### src/rtl/counter_pkg.sv
// Shared defaults and reset constants for the multi-channel prescaled counter.
package counter_pkg;

  localparam int DEF_WIDTH    = 64;
  localparam int DEF_CHANNELS = 4;
  localparam int DEF_PRE_W    = 4;

  // Channel 1 comes out of reset counting every 4th event; all others every event.
  localparam int RST_DIV_CH1   = 3;
  localparam int RST_DIV_OTHER = 0;

  function automatic int sel_width(input int channels);
    return (channels <= 2) ? 1 : $clog2(channels);
  endfunction

  function automatic int reset_div(input int ch);
    return (ch == 1) ? RST_DIV_CH1 : RST_DIV_OTHER;
  endfunction

endpackage

### src/rtl/multi_counter_if.sv
// Control and status bundle between a counter master and the multi_counter block.
interface multi_counter_if
  import counter_pkg::*;
#(
  parameter int WIDTH    = DEF_WIDTH,
  parameter int CHANNELS = DEF_CHANNELS,
  parameter int PRE_W    = DEF_PRE_W
) ();

  localparam int SEL_W = sel_width(CHANNELS);

  logic                      En;
  logic [SEL_W-1:0]          Slt;
  logic                      Load;
  logic [SEL_W-1:0]          LoadSel;
  logic [WIDTH-1:0]          LoadVal;
  logic                      CfgWe;
  logic [SEL_W-1:0]          CfgSel;
  logic [PRE_W-1:0]          CfgDiv;
  logic                      Sat;
  logic [CHANNELS-1:0]       OvfClr;
  logic [CHANNELS*WIDTH-1:0] Count;
  logic [CHANNELS-1:0]       Ovf;
  logic [CHANNELS-1:0]       Tick;

  modport master (
    output En, Slt, Load, LoadSel, LoadVal, CfgWe, CfgSel, CfgDiv, Sat, OvfClr,
    input  Count, Ovf, Tick
  );

  modport slave (
    input  En, Slt, Load, LoadSel, LoadVal, CfgWe, CfgSel, CfgDiv, Sat, OvfClr,
    output Count, Ovf, Tick
  );

endinterface

### src/rtl/chan_counter.sv
// One counter channel: prescaler, divisor, counter, sticky overflow and tick pulse.
module chan_counter
  import counter_pkg::*;
#(
  parameter int WIDTH   = DEF_WIDTH,
  parameter int PRE_W   = DEF_PRE_W,
  parameter int RST_DIV = 0
) (
  input  logic             Clk,
  input  logic             Reset,
  input  logic             Evt,
  input  logic             Load,
  input  logic [WIDTH-1:0] LoadVal,
  input  logic             CfgWe,
  input  logic [PRE_W-1:0] CfgDiv,
  input  logic             Sat,
  input  logic             OvfClr,
  output logic [WIDTH-1:0] Count,
  output logic             Ovf,
  output logic             Tick
);

  logic [PRE_W-1:0] pre;
  logic [PRE_W-1:0] div;
  logic             step;
  logic             advance;
  logic             at_max;
  logic             bump;

  // NOTE: every signal gets a value on every pass through always_comb, so no latch is inferred.
  always_comb begin
    step    = Evt && !Load && !CfgWe;
    advance = step && (pre == div);
    at_max  = &Count;
    bump    = advance && !(at_max && Sat);
  end

  // NOTE: the divisor is state and must be reset too, otherwise channel 1 would not start at divide-by-4.
  always_ff @(posedge Clk or posedge Reset) begin
    if (Reset) begin
      Count <= '0;
      pre   <= '0;
      div   <= PRE_W'(RST_DIV);
      Ovf   <= 1'b0;
      Tick  <= 1'b0;
    end else begin
      // NOTE: non-blocking assignments so every register samples pre-edge values.
      Tick <= bump;
      Ovf  <= (advance && at_max) || (Ovf && !OvfClr);

      if (Load)      Count <= LoadVal;
      else if (bump) Count <= Count + WIDTH'(1);

      if (Load || CfgWe) pre <= '0;
      else if (step)     pre <= advance ? '0 : pre + PRE_W'(1);

      if (CfgWe) div <= CfgDiv;
    end
  end

endmodule

### src/rtl/multi_counter.sv
// Multi-channel prescaled counter: decodes channel selects and gathers channel outputs.
module multi_counter
  import counter_pkg::*;
#(
  parameter int WIDTH    = DEF_WIDTH,
  parameter int CHANNELS = DEF_CHANNELS,
  parameter int PRE_W    = DEF_PRE_W
) (
  input  logic            Clk,
  input  logic            Reset,
  multi_counter_if.slave  bus
);

  localparam int SEL_W = sel_width(CHANNELS);

  logic [WIDTH-1:0] count_a [CHANNELS];
  logic             ovf_a   [CHANNELS];
  logic             tick_a  [CHANNELS];

  // Out-of-range selects match no channel and are therefore ignored.
  for (genvar i = 0; i < CHANNELS; i++) begin : g_chan
    chan_counter #(
      .WIDTH   (WIDTH),
      .PRE_W   (PRE_W),
      .RST_DIV (reset_div(i))
    ) u_chan (
      .Clk     (Clk),
      .Reset   (Reset),
      .Evt     (bus.En && (bus.Slt == SEL_W'(i))),
      .Load    (bus.Load && (bus.LoadSel == SEL_W'(i))),
      .LoadVal (bus.LoadVal),
      .CfgWe   (bus.CfgWe && (bus.CfgSel == SEL_W'(i))),
      .CfgDiv  (bus.CfgDiv),
      .Sat     (bus.Sat),
      .OvfClr  (bus.OvfClr[i]),
      .Count   (count_a[i]),
      .Ovf     (ovf_a[i]),
      .Tick    (tick_a[i])
    );
  end

  always_comb begin
    bus.Count = '0;
    bus.Ovf   = '0;
    bus.Tick  = '0;
    for (int i = 0; i < CHANNELS; i++) begin
      bus.Count[i*WIDTH +: WIDTH] = count_a[i];
      bus.Ovf[i]                  = ovf_a[i];
      bus.Tick[i]                 = tick_a[i];
    end
  end

endmodule

### src/flat_wrapper.sv
// flat-port wrapper written by rule: the top's interface ports become plain ports
module multi_counter_flat import counter_pkg::*;
#(
  parameter int WIDTH    = DEF_WIDTH,
  parameter int CHANNELS = DEF_CHANNELS,
  parameter int PRE_W    = DEF_PRE_W
)
  (Clk, Reset, bus_En, bus_Slt, bus_Load, bus_LoadSel, bus_LoadVal, bus_CfgWe, bus_CfgSel, bus_CfgDiv, bus_Sat, bus_OvfClr, bus_Count, bus_Ovf, bus_Tick);
  multi_counter_if #(.WIDTH(WIDTH), .CHANNELS(CHANNELS), .PRE_W(PRE_W)) bus_i ();
  input  logic Clk;
  input  logic Reset;
  input wire logic [$bits(bus_i.En)-1:0] bus_En;
  input wire logic [$bits(bus_i.Slt)-1:0] bus_Slt;
  input wire logic [$bits(bus_i.Load)-1:0] bus_Load;
  input wire logic [$bits(bus_i.LoadSel)-1:0] bus_LoadSel;
  input wire logic [$bits(bus_i.LoadVal)-1:0] bus_LoadVal;
  input wire logic [$bits(bus_i.CfgWe)-1:0] bus_CfgWe;
  input wire logic [$bits(bus_i.CfgSel)-1:0] bus_CfgSel;
  input wire logic [$bits(bus_i.CfgDiv)-1:0] bus_CfgDiv;
  input wire logic [$bits(bus_i.Sat)-1:0] bus_Sat;
  input wire logic [$bits(bus_i.OvfClr)-1:0] bus_OvfClr;
  output wire logic [$bits(bus_i.Count)-1:0] bus_Count;
  output wire logic [$bits(bus_i.Ovf)-1:0] bus_Ovf;
  output wire logic [$bits(bus_i.Tick)-1:0] bus_Tick;
  assign bus_i.En = bus_En;
  assign bus_i.Slt = bus_Slt;
  assign bus_i.Load = bus_Load;
  assign bus_i.LoadSel = bus_LoadSel;
  assign bus_i.LoadVal = bus_LoadVal;
  assign bus_i.CfgWe = bus_CfgWe;
  assign bus_i.CfgSel = bus_CfgSel;
  assign bus_i.CfgDiv = bus_CfgDiv;
  assign bus_i.Sat = bus_Sat;
  assign bus_i.OvfClr = bus_OvfClr;
  assign bus_Count = bus_i.Count;
  assign bus_Ovf = bus_i.Ovf;
  assign bus_Tick = bus_i.Tick;
  multi_counter #(.WIDTH(WIDTH), .CHANNELS(CHANNELS), .PRE_W(PRE_W)) u_core (.Clk(Clk), .Reset(Reset), .bus(bus_i));
endmodule
### config.mk
export PLATFORM = sky130hd
export DESIGN_NAME = multi_counter_flat
export DESIGN_NICKNAME = d
export VERILOG_FILES = /design/src/rtl/counter_pkg.sv /design/src/rtl/multi_counter_if.sv /design/src/rtl/chan_counter.sv /design/src/rtl/multi_counter.sv /design/src/flat_wrapper.sv
export SDC_FILE = /design/constraint.sdc
export NUM_CORES = 1
export LEC_CHECK = 0
export CAP_MARGIN = 0
export CORE_UTILIZATION = 45
export CTS_CLUSTER_DIAMETER = 100
export CTS_CLUSTER_SIZE = 20
export DETAILED_ROUTE_END_ITERATION = 12
export PLACE_DENSITY = 0.7
export SLEW_MARGIN = 10
export SYNTH_ARGS = -nofsm -noshare
export SYNTH_HDL_FRONTEND = slang
export SYNTH_HIERARCHICAL = 1
export SYNTH_SLANG_ARGS = --single-unit
### constraint.sdc
create_clock -name Clk -period 4.61 [get_ports Clk]
set_input_delay 0.922 -clock Clk [delete_from_list [all_inputs] [get_ports Clk]]
set_output_delay 0.922 -clock Clk [all_outputs]
set_load 0.03 [all_outputs]
==> run summary, run 1 <==
======================================================================================================
Insertion delay to the later sink of the worst-skew pair ................................       550 ps
Maximum level of the CTS H-tree .........................................................            1
Count of unique library cells instantiated by Yosys .....................................           60
Placeable core region ...................................................................  0.0421 mm^2
Crit path required time .................................................................      5040 ps
Clock tree from TritonCTS ...............................................................        built
Maximum vdd drop ........................................................................       195 uV
Buffer count from post-CTS setup fixing .................................................            0
Hold Vio Cnt, Final .....................................................................            0
Number of enable-type register cells in the synthesized netlist .........................            0
Placed wire-length estimate .............................................................      58.1 mm
Total GRT Usage .........................................................................        0.364
I/O pin cnt .............................................................................          348
Max Clock Freq ..........................................................................      275 MHz
Leftover overflow at the end of global routing ..........................................            0
Antenna Nets Post-Route .................................................................            0
Post-placement worst setup slack ........................................................       541 ps
Initial cell density of the core ........................................................        0.457
CP arrival ..............................................................................      4070 ps
Maximum number of pins on one net before global-route repair ............................          114
Max-cap violations ......................................................................            0
Actual slew at the worst max-slew pin ...................................................      1130 ps
Number of cell rows .....................................................................           75
Hold depth ..............................................................................            1
Share of the synthesized area in the top cell type ......................................        0.382
Final clock period utilization by the worst path ........................................        0.790
Share of flip-flops with an asynchronous set or reset after synthesis ...................         1.00
Total die area ..........................................................................  0.0437 mm^2
Number of placed instances with taps included ...........................................         3045
Routed wire length ......................................................................      81.8 mm
Total Neg Setup Slack ...................................................................         0 ps
Final routed wire length divided by cell count ..........................................      26.6 um
Via count ...............................................................................        20400
Width of the die ........................................................................       209 um
Worst hold path class ...................................................................      reg2reg
Clock skew after layout .................................................................      21.3 ps
Initial antenna violation count .........................................................            2
Clock buffer count from CTS .............................................................           18
Placed inst area ........................................................................  0.0233 mm^2
Worst setup EP type .....................................................................         flop
CP max-delay cell .......................................................................    a2111oi_2
Vertical extent of the die ..............................................................       209 um
Most frequent standard cell in the layout excluding fill and tap cells .................. clkdlybuf4s50_1
Hold buffers post-CTS ...................................................................            0
Root Buffer .............................................................................    clkbuf_16
Net Switching ...........................................................................      3.29 mW
Filler cells ............................................................................         3804
Portion of total power attributed to combinational logic ................................        0.340
Clk buf depth ...........................................................................            3
Proportion of power drawn by flip-flops and latches .....................................        0.448
Post-layout nets ........................................................................         2618
Net Sw Frac .............................................................................        0.405
Clock transition at the register clock pins on the worst setup and hold paths after CTS .        90 ps
Global-route wire length before repair ..................................................       119 mm
Power per cell area .....................................................................  341 mW/mm^2
Footprint of the flip-flops and latches ................................................. 0.00741 mm^2
Synth top area cells .................................................................... dfrtp_1, nand2_1, nand4_1
Most frequent cells in the layout ....................................................... clkdlybuf4s50_1, nand2_1, dfrtp_1
Cell type contributing the most total cell area after synthesis .........................      dfrtp_1
Synthesized area per cell ...............................................................    8.65 um^2
Worst slew margin .......................................................................        0.248
Tmin final ..............................................................................      3640 ps
Depth of the worst register-to-register path ............................................            8
Number of flip-flops and latches in the synthesized netlist .............................          296
Routed via count divided by cell count ..................................................         6.64
Initial DRT Pass Iterations .............................................................            6
Post-Synthesis Net Count ................................................................         2320
Unrepaired setup endpoints after global routing .........................................        false
Leakage power total .....................................................................      8.59 nW
Post-synthesis cell count ...............................................................         2228
Clock share of power ....................................................................        0.212
Maximum single-stage delay on the critical path .........................................       710 ps
Non-filler instance count after layout ..................................................         3073
Summed instance area of the synthesized netlist .........................................  0.0193 mm^2
Leading register cell type out of synthesis .............................................      dfrtp_1
Setup slack of the worst register-to-register path ......................................      1280 ps
RePlAce Congestion ......................................................................        0.949
Max FO, Critical Path ...................................................................           12
Ys Warns ................................................................................            6
Critical path, cell by cell ............................................................. clkdlybuf4s50_1, and3b_1, nor3b_1, buf_4, nand4_1, a2111oi_2, nor2_1, a211o_1
CTS resizes .............................................................................            0
Internal power ..........................................................................      4.84 mW
Area of all placed cells without fillers ................................................  0.0238 mm^2
Via count of the first global-routing pass ..............................................        18500
Multi-input combinational cell area .....................................................  0.0112 mm^2
Share of post-route cells with drive strength above 1 ...................................       0.0695
Number of violations reported at the end of detailed-routing iteration 0 ................         2925
Max-slew violation count ................................................................            0
Post-route setup slack ..................................................................       969 ps
Input/output buffers ....................................................................          347
Area Overhead vs Synth ..................................................................        23.6%
Startpoint types ........................................................................    input pin
Number of setup violations in the final report ..........................................            0
# DRC ...................................................................................            0
Number of sinks handled by clock tree synthesis .........................................          296
Category of the critical setup timing path ..............................................       in2reg
Status .................................................................................. complete, no violations
Sequential cell area fraction in the yosys report .......................................        0.384
======================================================================================================
==> layout make-up <==
cell class | count | area share
well taps | 539 | 0.0283
inverters | 64 | 0.0101
flip-flops and latches | 296 | 0.311
diodes | 1 | 0.000105
clock inverters | 1 | 0.000210
multi-input cells | 1764 | 0.472
repair buffers | 382 | 0.157
clock buffers | 26 | 0.0211
==> worst max-delay path: cells and delay by family <==
family	cells	cell delay (ps)
simple gates	4	1300
compound gates	2	1000
buf+inv	2	820
==> metal layers <==
metal | wire, um | track usage | up-vias | share of wire
li1 | - | - | 8996 | -
met1 | 33400 | 0.511 | 9930 | 0.41
met2 | 34500 | 0.523 | 1295 | 0.42
met3 | 9360 | 0.0887 | 173 | 0.11
met4 | 4490 | 0.181 | 4 | 0.055
met5 | 23 | 0 | - | 0.00028
==> through the flow <==
stage                      util  power, mW  hold WS, ps
after floorplan               -       5.03          491
after global placement    0.554       6.35          513
after detailed placement  0.554       6.40          522
after CTS                 0.566       8.11          543
after global routing      0.566       8.42          560
final                     0.566       8.13          535
==> flip-flops by register name, indices dropped and copies added (netlist names) <==
name                        count
u_core/g_chan.u_chan/div       16
u_core/g_chan.u_chan/Tick       4
u_core/g_chan.u_chan/Count    256
u_core/g_chan.u_chan/Ovf        4
u_core/g_chan.u_chan/pre       16
==> final timing paths <==
kind | start | endpoint
max | bus_CfgSel[1] | u_core/g_chan[1].u_chan/Count[51]
min | u_core/g_chan[2].u_chan/div[3] | u_core/g_chan[2].u_chan/div[3]
max reg2reg | u_core/g_chan[3].u_chan/Count[0] | u_core/g_chan[3].u_chan/Count[0]
min reg2reg | u_core/g_chan[2].u_chan/div[3] | u_core/g_chan[2].u_chan/div[3]
max in group asynchronous | Reset | u_core/g_chan[2].u_chan/Count[9]
min in group asynchronous | Reset | u_core/g_chan[0].u_chan/Count[27]
==> power by group through the flow <==
stage	logic (mW)	registers [mW]	clock network (mW)
floorplan	0.906	4.13	0
global placement	2.69	3.66	0
detailed placement	2.73	3.67	0
CTS	2.74	3.63	1.74
global route	2.91	3.70	1.81
finish	2.77	3.65	1.72
==> cells in the mapped netlist, types with 32 or more instances <==
cell      instances
nand2_1         308
dfrtp_1         294
nand3_1         148
nand4_1         124
o21ai_0         120
nor2_1          116
clkbuf_1         88
nor4_1           80
xnor2_1          80
nor3_1           68
o211ai_1         68
inv_1            64
or4_1            52
xor2_1           52
mux2_2           44
and3_1           36
and4_1           36
nor2b_1          36
or3_1            32
==> logic make-up (layout without fill, tap and decap cells) <==
family | Yosys count | after routing | synth area share
other cells | 0 | 1 | 0
buf+inv | 168 | 473 | 0.0338
simple gates | 1152 | 1152 | 0.331
compound gates | 408 | 408 | 0.149
fa+ha+maj | 8 | 8 | 0.00519
mux | 64 | 64 | 0.0361
xor+xnor | 132 | 132 | 0.0600
flops | 296 | 296 | 0.384
(Power assumes the default switching activity.)
==> run 2: changes to the inputs <==
==> constraint.sdc (replaced) <==
create_clock -name Clk -period 3.5 [get_ports Clk]
set_input_delay 0.7 -clock Clk [delete_from_list [all_inputs] [get_ports Clk]]
set_output_delay 0.7 -clock Clk [all_outputs]
set_load 0.03 [all_outputs]
==> run 2 against run 1 <==
Compared with the run above:
- critical path depth is the same
- register-to-register slack lost 820 ps
- cell area grew 2.2%
- critical path type unchanged
==> run summary, run 2 (synthesis gave the netlist of run 1 again) <==
======================================================================================================
Status .................................................................................. complete, no violations   unchanged
RePlAce Congestion ......................................................................        0.948   was 0.949
FF-to-FF Start .......................................................................... u_core/g_chan[0].u_chan/Count[17]   was u_core/g_chan[3].u_chan/Count[0]
Antenna Nets Post-Route .................................................................            0   unchanged
Initial cell density of the core ........................................................        0.457   unchanged
Tmin final ..............................................................................      3300 ps
Total die area ..........................................................................  0.0437 mm^2   unchanged
Input/output buffers ....................................................................          347   unchanged
Startpoint types ........................................................................    input pin   unchanged
Hold buffers post-CTS ...................................................................            0   unchanged
Width of the die ........................................................................       209 um   unchanged
Total GRT Usage .........................................................................        0.375   was 0.364
Maximum single-stage delay on the critical path .........................................       580 ps   was 710 ps
Share of post-route cells with drive strength above 1 ...................................       0.0887   was 0.0695
Category of the critical setup timing path ..............................................       in2reg   unchanged
Maximum vdd drop ........................................................................       281 uV   was 195 uV
Global-route wire length before repair ..................................................       123 mm   was 119 mm
Leftover overflow at the end of global routing ..........................................            0   unchanged
Number of setup violations in the final report ..........................................            0   unchanged
Hold depth ..............................................................................            1   unchanged
Buf/Inv on CP ...........................................................................            2   unchanged
Max FO, Critical Path ...................................................................           12   unchanged
Final clock period utilization by the worst path ........................................        0.942
End of the worst register-to-register path .............................................. u_core/g_chan[0].u_chan/Count[41]   was u_core/g_chan[3].u_chan/Count[0]
Via count ...............................................................................        20600   was 20400
Max-cap violations ......................................................................            0   unchanged
Maximum level of the CTS H-tree .........................................................            1   unchanged
Number of violations reported at the end of detailed-routing iteration 0 ................         2762   was 2925
Worst hold path class ...................................................................      reg2reg   unchanged
Max Clock Freq ..........................................................................      303 MHz
CP arrival ..............................................................................      3730 ps   was 4070 ps
Area of all placed cells without fillers ................................................  0.0244 mm^2   was 0.0238 mm^2
Clock tree from TritonCTS ...............................................................        built   unchanged
Maximum number of pins on one net before global-route repair ............................          114   unchanged
Clock skew after layout .................................................................      17.3 ps   was 21.3 ps
Most frequent standard cell in the layout excluding fill and tap cells .................. clkdlybuf4s50_1   unchanged
Power per cell area .....................................................................  443 mW/mm^2   was 341 mW/mm^2
Leakage power total .....................................................................      8.90 nW   was 8.59 nW
Post-layout utilization of the core .....................................................        0.578   was 0.566
Post-layout nets ........................................................................         2672   was 2618
Most frequent cells in the layout ....................................................... clkdlybuf4s50_1, nand2_1, dfrtp_1   unchanged
Cell type group with the largest total delay on the critical path ....................... simple AND/OR/NAND/NOR gates   unchanged
Endpoint, Worst Hold .................................................................... u_core/g_chan[2].u_chan/div[1]   was u_core/g_chan[2].u_chan/div[3]
Hold Vio Cnt, Final .....................................................................            0   unchanged
Clock transition at the register clock pins on the worst setup and hold paths after CTS .       100 ps   was 90 ps
Area Overhead vs Synth ..................................................................        26.3%   was 23.6%
Largest register by flop count .......................................................... u_core/g_chan.u_chan/Count   unchanged
Clk buf depth ...........................................................................            3   unchanged
Via count of the first global-routing pass ..............................................        19300   was 18500
Setup slack of the worst register-to-register path ......................................       460 ps   was 1280 ps
Biggest regs ............................................................................ u_core/g_chan.u_chan/Count: 256 flops, u_core/g_chan.u_chan/div: 16 flops, u_core/g_chan.u_chan/pre: 16 flops   unchanged
Worst setup EP type .....................................................................         flop   unchanged
CP max-delay cell .......................................................................      a21oi_2   was a2111oi_2
Worst slew margin .......................................................................        0.323   was 0.248
Final routed wire length divided by cell count ..........................................      26.6 um   about the same
Routed wire length ......................................................................      83.4 mm   was 81.8 mm
Placed inst area ........................................................................  0.0238 mm^2   was 0.0233 mm^2
Unrepaired setup endpoints after global routing .........................................        false   unchanged
Number of sinks handled by clock tree synthesis .........................................          296   unchanged
Buffer count from post-CTS setup fixing .................................................            0   unchanged
Routed via count divided by cell count ..................................................         6.56   was 6.64
Insertion delay to the later sink of the worst-skew pair ................................       550 ps   about the same
Vertical extent of the die ..............................................................       209 um   unchanged
Number of cell rows .....................................................................           75   unchanged
Max-slew violation count ................................................................            0   unchanged
Clock buffer count from CTS .............................................................           18   unchanged
Initial DRT Pass Iterations .............................................................            6   unchanged
Crit path required time .................................................................      3930 ps   was 5040 ps
Placed wire-length estimate .............................................................      59.5 mm   was 58.1 mm
Filler cells ............................................................................         3800   was 3804
CTS resizes .............................................................................            0   unchanged
Actual slew at the worst max-slew pin ...................................................      1010 ps   was 1130 ps
I/O pin cnt .............................................................................          348   unchanged
Initial antenna violation count .........................................................            4   was 2
Depth of the worst register-to-register path ............................................            6   was 8
# DRC ...................................................................................            0   unchanged
Hold Crit Start ......................................................................... u_core/g_chan[2].u_chan/div[1]   was u_core/g_chan[2].u_chan/div[3]
Total Neg Setup Slack ...................................................................         0 ps   unchanged
Flip-flop count of the largest register, all copies and words added .....................          256   unchanged
Placeable core region ...................................................................  0.0421 mm^2   unchanged
Critical path, cell by cell ............................................................. clkdlybuf4s50_1, nor3b_2, nor3b_1, buf_4, nand4_1, a21oi_2, nand3_1, a211o_1   was clkdlybuf4s50_1, and3b_1, nor3b_1, buf_4, nand4_1, a2111oi_2, nor2_1, a211o_1
Root Buffer .............................................................................    clkbuf_16   unchanged
======================================================================================================
-- run 2: cell types whose count changed in the layout (fill, tap and decap cells not counted), sizes merged --
cell and delta:
diode +3, buf +54, clkbuf +5
-- run 2: worst max path at each step --
stage / start / to / slack (ps) / cells after the start
2_1_floorplan: u_core/g_chan[0].u_chan/Count[38] / u_core/g_chan[0].u_chan/Count[56] / 640 / 7
3_5_place_dp: bus_En / u_core/g_chan[0].u_chan/Count[41] / -230 / 8
5_1_grt: bus_En / u_core/g_chan[0].u_chan/Count[41] / 90 / 8
3_3_place_gp: bus_LoadSel[1] / u_core/g_chan[1].u_chan/Count[51] / -160 / 9
6_report: bus_En / u_core/g_chan[0].u_chan/Count[41] / 200 / 8
4_1_cts: bus_En / u_core/g_chan[0].u_chan/Count[41] / 330 / 8
-- run 2: final cells by class --
type | count | area [um^2] | area share
repair buffers | 436 | 4240 | 0.174
clock buffers | 31 | 520 | 0.0214
multi-input cells | 1764 | 11200 | 0.462
diodes | 4 | 10.0 | 0.000411
well taps | 539 | 674 | 0.0277
inverters | 64 | 240 | 0.00987
clock inverters | 1 | 5.00 | 0.000206
flip-flops and latches | 296 | 7410 | 0.304
-- run 2: power by group --
part	switching, mW	total, mW	internal [mW]
clock network	1.27	2.30	1.03
registers	0.901	4.81	3.91
logic	2.19	3.67	1.49
total	4.36	10.8	6.42
-- run 2: per-stage QoR --
step	std cells	setup slack (ps)	total power, mW	hold slack [ps]
floorplan	2228	644	6.63	491
global placement	3099	-163	8.40	517
detailed placement	3099	-228	8.46	518
CTS	3131	332	10.7	538
global route	3131	90.2	11.2	551
finish	3135	202	10.8	540
-- run 2: metal layers --
layer	share of wire	up-vias	wire length (um)	GRT usage
li1	-	9085	-	-
met1	0.42	10100	35300	0.534
met2	0.41	1209	34400	0.522
met3	0.10	168	8710	0.0789
met4	0.059	2	4940	0.216
met5	0.000096	-	8	0
==> run 3: changes to the inputs <==
==> constraint.sdc (replaced) <==
create_clock -name Clk -period 4.2 [get_ports Clk]
set_input_delay 0.84 -clock Clk [delete_from_list [all_inputs] [get_ports Clk]]
set_output_delay 0.84 -clock Clk [all_outputs]
set_load 0.03 [all_outputs]
==> run 3 against run 2 <==
Compared with the run above:
- count of clock-buffer cells in the layout shrank 4
- worst hold slack got worse by 1.9 ps
- die area unchanged
- register-to-register slack better by 570 ps
- via count up 0.31%
- largest cell class unchanged
- sequential cell count did not move
- critical path type unchanged
- largest power group unchanged
- final cell count down 1.2%
- core utilization is 0.87 points lower
- sequential power decreased by 16%
- first-iteration DRC count fell by 1.1%
- critical endpoint unchanged
==> run summary, run 3 (synthesis gave the netlist of run 1 again) <==
======================================================================================================
Status .................................................................................. complete, no violations   unchanged
Area Overhead vs Synth ..................................................................        24.4%   was 26.3%
Clock buffer count from CTS .............................................................           18   unchanged
Post-route setup slack ..................................................................       885 ps   was 202 ps
Crit path required time .................................................................      4630 ps   was 3930 ps
Unrepaired setup endpoints after global routing .........................................        false   unchanged
Vertical extent of the die ..............................................................       209 um   unchanged
Placed inst area ........................................................................  0.0235 mm^2   was 0.0238 mm^2
End of the worst register-to-register path .............................................. u_core/g_chan[2].u_chan/Count[37]   was u_core/g_chan[0].u_chan/Count[41]
Max-slew violation count ................................................................            0   unchanged
Tmin final ..............................................................................      3310 ps
Clock tree from TritonCTS ...............................................................        built   unchanged
Number of sinks handled by clock tree synthesis .........................................          296   unchanged
Actual slew at the worst max-slew pin ...................................................      1260 ps   was 1010 ps
Initial cell density of the core ........................................................        0.457   unchanged
Depth of the worst register-to-register path ............................................            6   unchanged
RePlAce Congestion ......................................................................        0.941   was 0.948
Number of setup violations in the final report ..........................................            0   unchanged
Final routed wire length divided by cell count ..........................................      26.8 um   was 26.6 um
Final clock period utilization by the worst path ........................................        0.789
Category of the critical setup timing path ..............................................       in2reg   unchanged
Startpoint types ........................................................................    input pin   unchanged
Proportion of power drawn by flip-flops and latches .....................................        0.449   was 0.446
Hold Crit Start ......................................................................... u_core/g_chan[1].u_chan/pre[2]   was u_core/g_chan[2].u_chan/div[1]
Max-cap violations ......................................................................            0   unchanged
# DRC ...................................................................................            0   unchanged
Flip-flop count of the largest register, all copies and words added .....................          256   unchanged
Maximum vdd drop ........................................................................       216 uV   was 281 uV
Max FO, Critical Path ...................................................................           12   unchanged
Post-layout utilization of the core .....................................................        0.569   was 0.578
Insertion delay to the later sink of the worst-skew pair ................................       540 ps   was 550 ps
Clock transition at the register clock pins on the worst setup and hold paths after CTS .        90 ps   was 100 ps
Clock share of power ....................................................................        0.212   was 0.213
Placeable core region ...................................................................  0.0421 mm^2   unchanged
Internal power ..........................................................................      5.32 mW   was 6.42 mW
Root Buffer .............................................................................    clkbuf_16   unchanged
Leakage power total .....................................................................      8.68 nW   was 8.90 nW
Post-layout nets ........................................................................         2634   was 2672
Worst hold path class ...................................................................      reg2reg   unchanged
Maximum number of pins on one net before global-route repair ............................          113   was 114
Setup slack of the worst register-to-register path ......................................      1030 ps   was 460 ps
Hold Vio Cnt, Final .....................................................................            0   unchanged
Max Clock Freq ..........................................................................      302 MHz
Endpoint, Worst Hold .................................................................... u_core/g_chan[1].u_chan/pre[2]   was u_core/g_chan[2].u_chan/div[1]
CP arrival ..............................................................................      3740 ps   was 3730 ps
Most frequent standard cell in the layout excluding fill and tap cells .................. clkdlybuf4s50_1   unchanged
Post-placement worst setup slack ........................................................       460 ps   was -228 ps
Power per cell area .....................................................................  373 mW/mm^2   was 443 mW/mm^2
Net Sw Frac .............................................................................        0.406   was 0.404
Largest register by flop count .......................................................... u_core/g_chan.u_chan/Count   unchanged
Clock skew after layout .................................................................      15.1 ps   was 17.3 ps
Via count ...............................................................................        20600   about the same
WHS .....................................................................................       538 ps   was 540 ps
Maximum single-stage delay on the critical path .........................................       590 ps   was 580 ps
Placed wire-length estimate .............................................................      58.9 mm   was 59.5 mm
Total GRT Usage .........................................................................        0.369   was 0.375
Clk buf depth ...........................................................................            3   unchanged
Number of cell rows .....................................................................           75   unchanged
CP max-delay cell .......................................................................      a21oi_2   unchanged
Routed via count divided by cell count ..................................................         6.66   was 6.56
Initial DRT Pass Iterations .............................................................            6   unchanged
I/O pin cnt .............................................................................          348   unchanged
Global-route wire length before repair ..................................................       121 mm   was 123 mm
Via count of the first global-routing pass ..............................................        18700   was 19300
Number of violations reported at the end of detailed-routing iteration 0 ................         2732   was 2762
Hold depth ..............................................................................            1   unchanged
Routed wire length ......................................................................      83.1 mm   was 83.4 mm
Share of post-route cells with drive strength above 1 ...................................       0.0753   was 0.0887
Critical path, cell by cell ............................................................. clkdlybuf4s50_1, nor3b_2, nor3b_1, buf_4, nand4_1, a21oi_2, nand3_1, a211o_1   unchanged
FF-to-FF Start .......................................................................... u_core/g_chan[2].u_chan/Count[8]   was u_core/g_chan[0].u_chan/Count[17]
Leftover overflow at the end of global routing ..........................................            0   unchanged
Buffer count from post-CTS setup fixing .................................................            0   unchanged
Total Neg Setup Slack ...................................................................         0 ps   unchanged
Worst slew margin .......................................................................        0.159   was 0.323
Initial antenna violation count .........................................................            2   was 4
Most frequent cells in the layout ....................................................... clkdlybuf4s50_1, nand2_1, dfrtp_1   unchanged
Net Switching ...........................................................................      3.63 mW   was 4.36 mW
Input/output buffers ....................................................................          347   unchanged
Antenna Nets Post-Route .................................................................            0   unchanged
Worst setup EP type .....................................................................         flop   unchanged
Width of the die ........................................................................       209 um   unchanged
Biggest regs ............................................................................ u_core/g_chan.u_chan/Count: 256 flops, u_core/g_chan.u_chan/div: 16 flops, u_core/g_chan.u_chan/pre: 16 flops   unchanged
Area of all placed cells without fillers ................................................  0.0240 mm^2   was 0.0244 mm^2
Hold buffers post-CTS ...................................................................            0   unchanged
Maximum level of the CTS H-tree .........................................................            1   unchanged
CTS resizes .............................................................................            0   unchanged
Total die area ..........................................................................  0.0437 mm^2   unchanged
Portion of total power attributed to combinational logic ................................        0.339   was 0.341
======================================================================================================
-- run 3: cell count changes in the layout (fill, tap and decap cells not counted), sizes merged --
cell | before | now
clkbuf | 31 | 27
buf | 89 | 51
diode | 4 | 8
-- run 3: layout make-up --
type                       instances  area (um^2)
sequential                       296         7410
clock inverter                     1         5.00
tap                              539          674
antenna                            8         20.0
inverter                          64          240
fill                            3749        18100
clock buffer                      27          505
timing repair buffer             398         3880
multi-input combinational       1764        11200
-- run 3: per-layer routing --
layer	vias up	part of all wire	global-route usage
met3	177	0.11	0.0679
met1	10100	0.42	0.534
met5	-	0	0
met2	1287	0.42	0.524
li1	9029	-	-
met4	0	0.053	0.185
-- run 3: worst max path at each step --
stage                    from                                end  slack, ps  cells after the start
floorplan           bus_CfgWe  u_core/g_chan[3].u_chan/Count[56]       1210                      7
global placement       bus_En  u_core/g_chan[0].u_chan/Count[41]        480                      8
detailed placement     bus_En  u_core/g_chan[0].u_chan/Count[41]        460                      8
CTS                    bus_En  u_core/g_chan[0].u_chan/Count[41]       1010                      8
global route           bus_En  u_core/g_chan[0].u_chan/Count[51]        790                      8
finish                 bus_En  u_core/g_chan[0].u_chan/Count[41]        890                      8
-- run 3: critical path: cells and delay by family --
kind / cells / cell delay [ps]
simple gates: 4 / 1230
buf+inv: 2 / 780
compound gates: 2 / 880
-- run 3: through the flow --
| stage | power [mW] | instances |
|---|---|---|
| final | 8.95 | 3097 |
| after CTS | 8.93 | 3089 |
| after global routing | 9.27 | 3089 |
| after global placement | 6.98 | 3061 |
| after floorplan | 5.52 | 2228 |
| after detailed placement | 7.03 | 3061 |
-- run 3: power groups by stage --
| stage | clock network (mW) | logic [mW] | registers (mW) |
|---|---|---|---|
| finish | 1.90 | 3.03 | 4.02 |
| global placement | 0 | 2.95 | 4.02 |
| detailed placement | 0 | 3.00 | 4.04 |
| floorplan | 0 | 0.994 | 4.53 |
| CTS | 1.92 | 3.01 | 3.99 |
| global route | 2.00 | 3.19 | 4.08 |
